`src/rtl/music_sequencer.sv`:
```
// Melody sequencer for the buzzer: steps a note ROM at a fixed beat rate and
// emits a 6-bit note index (0 = rest). Looping background tune plus a one-shot jingle.
module music_sequencer #(
    parameter int BEAT_CYCLES = 3_125_000,
    parameter int GAP_CYCLES  = 312_500
) (
    input  logic       clk,
    input  logic       rst_n,
    input  logic       i_play,
    input  logic       i_gameover,
    input  logic       i_mute,
    output logic [5:0] o_music_scale,
    output logic       o_busy,
    output logic       o_song_end
);

    typedef enum logic [1:0] {
        IDLE  = 2'd0,
        FETCH = 2'd1,
        NOTE  = 2'd2,
        DONE  = 2'd3
    } state_t;

    localparam logic SONG_BGM    = 1'b0;
    localparam logic SONG_JINGLE = 1'b1;

    localparam logic [31:0] BEAT_W = 32'(BEAT_CYCLES);
    localparam logic [27:0] GAP_W  = 28'(GAP_CYCLES);

    state_t      state_q, state_d;
    logic        song_q, song_d;
    logic [3:0]  idx_q, idx_d;
    logic [27:0] note_cnt_q, note_cnt_d;
    logic [5:0]  note_q, note_d;
    logic [5:0]  scale_q, scale_d;
    logic        song_end_q, song_end_d;
    logic        gameover_q;
    logic        armed_q;

    logic        go_edge;
    logic [9:0]  entry;
    logic [5:0]  entry_note;
    logic [3:0]  entry_dur;

    // Entry = {note, dur}; dur == 0 marks the end of a song.
    function automatic logic [9:0] rom_lookup(input logic song, input logic [3:0] idx);
        logic [9:0] e;
        e = 10'd0;
        if (song == SONG_BGM) begin
            case (idx)
                4'd0:    e = {6'd8,  4'd4};
                4'd1:    e = {6'd10, 4'd4};
                4'd2:    e = {6'd12, 4'd4};
                4'd3:    e = {6'd10, 4'd4};
                4'd4:    e = {6'd8,  4'd4};
                4'd5:    e = {6'd12, 4'd4};
                4'd6:    e = {6'd15, 4'd8};
                4'd7:    e = {6'd0,  4'd4};
                default: e = 10'd0;
            endcase
        end else begin
            case (idx)
                4'd0:    e = {6'd12, 4'd2};
                4'd1:    e = {6'd11, 4'd2};
                4'd2:    e = {6'd10, 4'd2};
                4'd3:    e = {6'd8,  4'd8};
                default: e = 10'd0;
            endcase
        end
        return e;
    endfunction

    always_comb begin
        // armed_q blocks a false edge when i_gameover is already high as reset releases.
        go_edge    = i_gameover & ~gameover_q & armed_q;
        entry      = rom_lookup(song_q, idx_q);
        entry_note = entry[9:4];
        entry_dur  = entry[3:0];

        state_d    = state_q;
        song_d     = song_q;
        idx_d      = idx_q;
        note_cnt_d = note_cnt_q;
        note_d     = note_q;
        scale_d    = 6'd0;
        song_end_d = 1'b0;

        if (go_edge) begin
            state_d = FETCH;
            song_d  = SONG_JINGLE;
            idx_d   = 4'd0;
        end else begin
            case (state_q)
                IDLE: begin
                    if (i_play && !i_gameover) begin
                        state_d = FETCH;
                        song_d  = SONG_BGM;
                        idx_d   = 4'd0;
                    end
                end
                FETCH: begin
                    if (song_q == SONG_BGM && !i_play) begin
                        state_d    = IDLE;
                        idx_d      = 4'd0;
                        note_cnt_d = 28'd0;
                    end else if (entry_dur != 4'd0) begin
                        note_cnt_d = 28'(32'(entry_dur) * BEAT_W - 32'd1);
                        note_d     = entry_note;
                        state_d    = NOTE;
                    end else begin
                        song_end_d = 1'b1;
                        if (song_q == SONG_BGM) begin
                            idx_d = 4'd0;
                        end else begin
                            state_d = DONE;
                        end
                    end
                end
                NOTE: begin
                    if (song_q == SONG_BGM && !i_play) begin
                        state_d    = IDLE;
                        idx_d      = 4'd0;
                        note_cnt_d = 28'd0;
                    end else begin
                        // The tail of every note is silent so repeated pitches re-articulate.
                        if (!i_mute && note_cnt_q >= GAP_W) begin
                            scale_d = note_q;
                        end
                        if (note_cnt_q == 28'd0) begin
                            idx_d   = idx_q + 4'd1;
                            state_d = FETCH;
                        end else begin
                            note_cnt_d = note_cnt_q - 28'd1;
                        end
                    end
                end
                DONE: begin
                    if (!i_gameover) begin
                        state_d = IDLE;
                        idx_d   = 4'd0;
                    end
                end
                default: begin
                    state_d = IDLE;
                    idx_d   = 4'd0;
                end
            endcase
        end
    end

    always_ff @(posedge clk or negedge rst_n) begin
        if (!rst_n) begin
            state_q    <= IDLE;
            song_q     <= SONG_BGM;
            idx_q      <= 4'd0;
            note_cnt_q <= 28'd0;
            note_q     <= 6'd0;
            scale_q    <= 6'd0;
            song_end_q <= 1'b0;
            gameover_q <= 1'b0;
            armed_q    <= 1'b0;
        end else begin
            state_q    <= state_d;
            song_q     <= song_d;
            idx_q      <= idx_d;
            note_cnt_q <= note_cnt_d;
            note_q     <= note_d;
            scale_q    <= scale_d;
            song_end_q <= song_end_d;
            gameover_q <= i_gameover;
            armed_q    <= 1'b1;
        end
    end

    assign o_music_scale = scale_q;
    assign o_busy        = (state_q != IDLE);
    assign o_song_end    = song_end_q;

endmodule

```
`config.mk`:
```
export PLATFORM = sky130hd
export DESIGN_NAME = music_sequencer
export DESIGN_NICKNAME = d
export VERILOG_FILES = /design/src/rtl/music_sequencer.sv
export SDC_FILE = /design/constraint.sdc
export NUM_CORES = 1
export LEC_CHECK = 0
export BUFFER_PORTS_ARGS = -buffer_cell sky130_fd_sc_hd__buf_2
export CAP_MARGIN = 10
export CORE_MARGIN = 3
export CORE_UTILIZATION = 55
export DETAILED_ROUTE_END_ITERATION = 7
export MAX_ROUTING_LAYER = met4
export PLACE_DENSITY = 0.71
export SYNTH_ARGS = -nofsm -noshare
export SYNTH_HDL_FRONTEND = slang
export SYNTH_SLANG_ARGS = --single-unit
```
`constraint.sdc`:
```
create_clock -name clk -period 12.31 [get_ports clk]
set_clock_uncertainty 0.1 [all_clocks]
set_input_delay 1.8465 -clock clk [delete_from_list [all_inputs] [get_ports clk]]
set_output_delay 1.8465 -clock clk [all_outputs]
set_load 0.02 [all_outputs]
```
==> results of run 1 <==
==> synthesized netlist by cell type, drive strengths merged (3+ instances only) <==
cell type / number
o21ai: 52
nor4: 9
nand2: 27
nor2: 42
nor3: 15
ha: 31
o31ai: 8
nand4: 7
a21o: 5
o211ai: 3
a31oi: 7
xnor2: 8
inv: 23
dfrtp: 46
o211a: 3
xor2: 3
o311a: 3
and2: 7
nand3: 19
clkbuf: 8
nand2b: 8
o21a: 8
mux2i: 3
o22a: 3
a211oi: 6
a21oi: 35
buf: 10
and3: 6
fa: 4
or3: 6
a22o: 3
==> registers in the layout, indices dropped and copies added, names as in the netlist <==
name	cells
gameover_q	1
idx_q	4
note_cnt_q	28
state_q	2
armed_q	1
note_q	4
o_song_end	1
o_music_scale	4
song_q	1
==> how the worst max path moves through the flow <==
stage	slack [ns]	start	endpoint	depth (start not counted)
3_3_place_gp	7.52	idx_q[0]	note_cnt_q[26]	16
6_report	7.39	idx_q[0]	note_cnt_q[26]	16
5_1_grt	7.02	idx_q[0]	note_cnt_q[25]	15
3_5_place_dp	7.43	idx_q[0]	note_cnt_q[26]	16
4_1_cts	7.39	idx_q[0]	note_cnt_q[26]	16
2_1_floorplan	7.90	idx_q[0]	note_cnt_q[23]	15
==> power breakdown <==
part	leakage [nW]	internal (W)	switching (W)	total, W
logic	1.13	0.000256	0.000434	0.000690
registers	0.578	0.000200	0.0000630	0.000263
clock network	0.0452	0.0000402	0.0000551	0.0000953
==> critical path, cell delays in order (launching register included) <==
cell	delay (ns)
dfrtp_1	0.42
inv_1	0.12
ha_1	0.27
inv_1	0.08
or3_1	0.33
a21oi_1	0.60
fa_1	0.56
inv_1	0.11
ha_1	0.26
ha_1	0.38
and3_1	0.21
a2111o_1	0.43
o211ai_2	0.10
o211a_1	0.26
nand4_1	0.18
nor4b_2	0.30
or2_1	0.15
==> routing by layer <==
metal  up-vias  GRT usage (%)
met3        12           3.75
met2       100           41.1
met5         -              -
li1       1712              -
met1      1722           34.6
met4         0           7.14
==> final cells by class <==
class	instances	area, um2
Multi-Input combinational cell	375	2570
Clock inverter	2	13.8
Sequential cell	46	1150
Clock buffer	6	72.6
Tap cell	96	120
Inverter	23	86.3
Timing Repair Buffer	12	65.1
Fill cell	629	2750
==> logic make-up (layout without fill, tap and decap cells) <==
group / after synthesis / after routing / share of synthesized area [%]
flip-flops: 46 / 46 / 29.4
buffers and inverters: 41 / 43 / 4.87
other: 2 / 4 / 0.192
AO/OA/AOI/OAI: 161 / 161 / 27.2
multiplexers: 3 / 3 / 0.768
AND/OR/NAND/NOR: 161 / 161 / 22.9
adder cells (fa/ha/maj): 35 / 35 / 12.0
XOR/XNOR: 11 / 11 / 2.66
==> metrics by stage <==
stage               hold slack, ns  utilization, %  setup WS, ns
floorplan                    0.340               -          7.90
global placement             0.357            58.5          7.52
detailed placement           0.366            58.5          7.43
CTS                          0.385            59.8          7.39
global route                 0.408            59.8          7.02
finish                       0.379            59.8          7.39
==> key figures, run 1 <==
Critical path
  • R2R Path Start: idx_q[0]
  • Arrival time at the worst endpoint: 5.07 ns
  • CP endpoint kind: flip-flop
  • Reg-to-reg endpoint: note_cnt_q[26]
  • Reg2reg path depth: 16
  • Critical path type: flip-flop to flip-flop
  • Worst Path Max Fanout: 7
  • Required @ worst endpoint: 12.47 ns
  • Reg2reg setup slack: 7.39 ns
  • Crit start category: flip-flop

Yosys
  • Gate Count Post-Synth: 460
  • Area leader, netlist: dfrtp_1
  • Synthesized area: 0.00391 mm2
  • Seq/Total Area, Yosys: 29.4%
  • Synth top area share: 29.4%
  • #FFs+latches synth: 46
  • Distinct cells, synth: 74
  • Asr flop ratio synth: 100%
  • EDFF count, synth: 0
  • Yosys warning total: 0
  • Leading register cell type out of synthesis: dfrtp_1
  • Dominant cells by area after synthesis: dfrtp_1 (29%), ha_1 (9.9%), o21ai_0 (6.1%)
  • Synthesized area per cell: 8.50 um2

Global route
  • Total grt overflow: 0
  • Largest net degree at the start of global routing: 47
  • Initial antenna violation count: 0
  • First-pass GRT wire length: 16800 um
  • Vias in the first global route: 3409
  • Tot GR Track Use: 25.8%

Clock tree
  • Clock Latency Late Sink: 0.31 ns
  • Clk sinks: 46
  • Max Root-Sink Buffers: 2
  • CTS buffer count: 5
  • Clock Pin Slew Worst Setup and Hold Paths: 0.09 ns
  • H-Tree Level Count: 2
  • Post-cts repair resize count: 0
  • # Post-CTS Setup Buffers: 0
  • Hold_buf cts: 0
  • CTS tree: built
  • CTS root buf: clkbuf_8

Worst hold path
  • Worst hold path type: flip-flop to flip-flop
  • Worst Hold Path Cells: 2
  • Hold_sp: note_q[2]
  • Worst Hold End: note_q[2]

Route
  • Met3 WL post-DR: 463 um
  • Via density: 6.33
  • Antenna Nets Post-Route: 0
  • Drt pass-1 iters: 5
  • DRC viols: 0
  • Avg WL per Cell: 17.6 um
  • Top Metal Used: met4
  • Via count: 3546
  • Metal2 WL: 4790 um
  • DRT met1 WL: 4490 um
  • Drt total wl: 9870 um
  • Iter 0 DRT Violations: 292

Pwr
  • Total power: 0.00105 W
  • Power per standard cell area: 257 mW/mm2
  • Worst IR drop on VDD: 0.000162 V
  • Pleak: 1.75 nW

Final layout
  • Final Instance Area: 0.00408 mm2
  • Most common cell after layout, fill and taps aside: o21ai_0
  • P&R area growth vs syn: 4.48%
  • Share of layout cells above drive strength 1: 8.84%
  • Antenna cells: 0
  • Nets: 503
  • Most frequent cells in the layout: o21ai_0 (47), dfrtp_1 (46), nor2_1 (42)
  • Final non-filler cell total: 560

STA
  • Worst slew pin tran: 1.06 ns
  • Final setup fails: 0
  • RSZ-0062 raised after global routing: false
  • Fmax: 0.203 GHz
  • Fin. max-slew vios: 0
  • Slew headroom: 29.3%
  • Min cycle time layout: 4.92 ns
  • Final number of hold-violating endpoints: 0
  • Setup_tns: 0 ns
  • Final worst path period share: 39.9%

Die
  • Die Area: 0.00815 mm2
  • Initial Util: 57.2%
  • # rows: 30
  • Die Y: 90.3 um
  • Die width: 90.3 um
  • Top Ports: 13
  • Core area: 0.00683 mm2

Place
  • Placement Cell Area: 0.00400 mm2
  • DP HPWL: 7410 um
  • IO buf count: 10
  • Placed Cells: 552
  • GPL Wtd Cong: 0.986

Run status
  • Status: complete, no violations

Job
  • Max Cap Viol: 0
(Power assumes the default switching activity.)
==> inputs of run 2 (changes only) <==
==> constraint.sdc (replaced) <==
create_clock -name clk -period 5.1 [get_ports clk]
set_clock_uncertainty 0.1 [all_clocks]
set_input_delay 0.765 -clock clk [delete_from_list [all_inputs] [get_ports clk]]
set_output_delay 0.765 -clock clk [all_outputs]
set_load 0.02 [all_outputs]
==> key figures, run 2 (synthesis results as in run 1) <==
Pwr
  • Pleak: 1.78 nW (was 1.75 nW)
  • Total power: 0.00257 W (was 0.00105 W)
  • Worst IR drop on VDD: 0.000528 V (was 0.000162 V)
  • Power per standard cell area: 620 mW/mm2 (was 257 mW/mm2)

STA
  • Min cycle time layout: 4.74 ns (was 4.92 ns)
  • Fmax: 0.211 GHz (was 0.203 GHz)
  • Fin. max-slew vios: 0 (unchanged)
  • Final Worst Setup Slack: 0.360 ns (was 7.39 ns)
  • Worst slew pin tran: 1.03 ns (was 1.06 ns)
  • Final setup fails: 0 (unchanged)
  • Final worst path period share: 92.9% (was 39.9%)
  • Slew headroom: 31.5% (was 29.3%)
  • Final number of hold-violating endpoints: 0 (unchanged)

Final layout
  • Final non-filler cell total: 563 (was 560)
  • Share of layout cells above drive strength 1: 9.64% (was 8.84%)
  • P&R area growth vs syn: 5.79% (was 4.48%)
  • Most frequent cells in the layout: o21ai_0 (47), dfrtp_1 (46), nor2_1 (42) (unchanged)
  • Final Instance Area: 0.00414 mm2 (was 0.00408 mm2)
  • Most flop-heavy register: note_cnt_q (unchanged)
  • Max reg flops: 28 (unchanged)
  • Filler cell count: 634 (was 629)
  • Antenna cells: 0 (unchanged)
  • Nets: 506 (was 503)
  • Most common cell after layout, fill and taps aside: o21ai_0 (unchanged)

Die
  • # rows: 30 (unchanged)
  • Top Ports: 13 (unchanged)
  • Die Y: 90.3 um (unchanged)
  • Die Area: 0.00815 mm2 (unchanged)
  • Die width: 90.3 um (unchanged)
  • Core area: 0.00683 mm2 (unchanged)
  • Initial Util: 57.2% (unchanged)

Clock tree
  • CTS root buf: clkbuf_8 (unchanged)
  • H-Tree Level Count: 2 (unchanged)
  • Hold_buf cts: 0 (unchanged)
  • CTS tree: built (unchanged)
  • CTS buffer count: 5 (unchanged)
  • Clock Latency Late Sink: 0.30 ns (was 0.31 ns)
  • Clock Pin Slew Worst Setup and Hold Paths: 0.09 ns (about the same)
  • # Post-CTS Setup Buffers: 0 (unchanged)
  • Max Root-Sink Buffers: 2 (unchanged)
  • Clk sinks: 46 (unchanged)

Job
  • Max Cap Viol: 0 (unchanged)

Route
  • Drt pass-1 iters: 5 (unchanged)
  • Via count: 3549 (was 3546)
  • Avg WL per Cell: 17.8 um (was 17.6 um)
  • DRC viols: 0 (unchanged)
  • Antenna Nets Post-Route: 0 (unchanged)
  • Iter 0 DRT Violations: 307 (was 292)
  • Drt total wl: 10000 um (was 9870 um)
  • Via density: 6.30 (was 6.33)

Global route
  • Vias in the first global route: 3537 (was 3409)
  • Total grt overflow: 0 (unchanged)
  • Initial antenna violation count: 0 (unchanged)
  • Tot GR Track Use: 26.3% (was 25.8%)
  • First-pass GRT wire length: 17200 um (was 16800 um)
  • Largest net degree at the start of global routing: 47 (unchanged)

Critical path
  • Arrival time at the worst endpoint: 4.80 ns (was 5.07 ns)
  • Required @ worst endpoint: 5.16 ns (was 12.47 ns)
  • Worst Path Max Fanout: 6 (was 7)
  • Crit start category: flip-flop (unchanged)
  • CP endpoint kind: flip-flop (unchanged)
  • Critical path type: flip-flop to flip-flop (unchanged)
  • Reg2reg setup slack: 0.36 ns (was 7.39 ns)

Place
  • Placed Cells: 555 (was 552)
  • Placement Cell Area: 0.00402 mm2 (was 0.00400 mm2)
  • GPL Wtd Cong: 0.977 (was 0.986)
  • DP HPWL: 7450 um (was 7410 um)
  • IO buf count: 10 (unchanged)
  • Setup slack at placement: 0.362 ns (was 7.43 ns)

Run status
  • Status: complete, no violations (unchanged)

Worst hold path
  • Worst hold path type: flip-flop to flip-flop (unchanged)
==> run 2: timing repair <==
action / 4_1_cts / 5_1_grt
endpoints found under the hold margin: 0 / 0
gates resized for setup: 0 / 1
endpoints found under the setup margin: 0 / 5
==> run 2: through the flow <==
stage	hold slack, ns	utilization, %	TNS, ns
2_1_floorplan	0.340	-	0
3_3_place_gp	0.357	58.8	0
3_5_place_dp	0.368	58.8	0
4_1_cts	0.391	60.5	0
5_1_grt	0.420	60.5	-0.00751
6_report	0.384	60.5	0
==> run 2: layout make-up <==
cell class / count / area (um2) / share of cell area [%]
Multi-Input combinational cell: 375 / 2580 / 62.4
Sequential cell: 46 / 1150 / 27.8
Tap cell: 96 / 120 / 2.90
Timing Repair Buffer: 15 / 87.6 / 2.12
Inverter: 23 / 86.3 / 2.09
Clock buffer: 6 / 72.6 / 1.75
Clock inverter: 2 / 37.5 / 0.908
==> run 2: power by group <==
group	leakage, nW	internal [W]	switching, W
logic	1.15	0.000623	0.00104
clock network	0.0514	0.000146	0.000126
registers	0.578	0.000482	0.000151
total	1.78	0.00125	0.00131
==> run 2: worst max-delay path, cell delays in order, from the launching register on <==
cell and delay (ns):
dfrtp_1 0.42, inv_1 0.11, ha_1 0.30, nor3_2 0.26, or3_1 0.27, inv_1 0.18, fa_1 0.58, inv_1 0.06
ha_1 0.23, fa_1 0.47, a211oi_2 0.38, o311a_1 0.22, nand3_1 0.16, a2111oi_2 0.44, nand4b_1 0.16, xnor2_1 0.16
o221ai_1 0.11
==> run 2: worst paths after layout <==
check | from | endpoint | cells past startpoint
hold / removal | note_q[3] | note_q[3] | 2
setup reg to reg | idx_q[0] | note_cnt_q[25] | 16
setup / recovery | idx_q[0] | note_cnt_q[25] | 16
hold reg to reg | note_q[3] | note_q[3] | 2
min in group asynchronous | rst_n | note_cnt_q[14] | 1
max in group asynchronous | rst_n | state_q[1] | 1
==> run 2: layer usage <==
layer  GRT usage, %  up-vias  part of all wire (%)
met4           8.67        0                   1.7
li1               -     1714                     -
met5              -        -                     0
met3           4.75       16                   6.2
met2           42.4      122                    48
met1           33.5     1697                    44
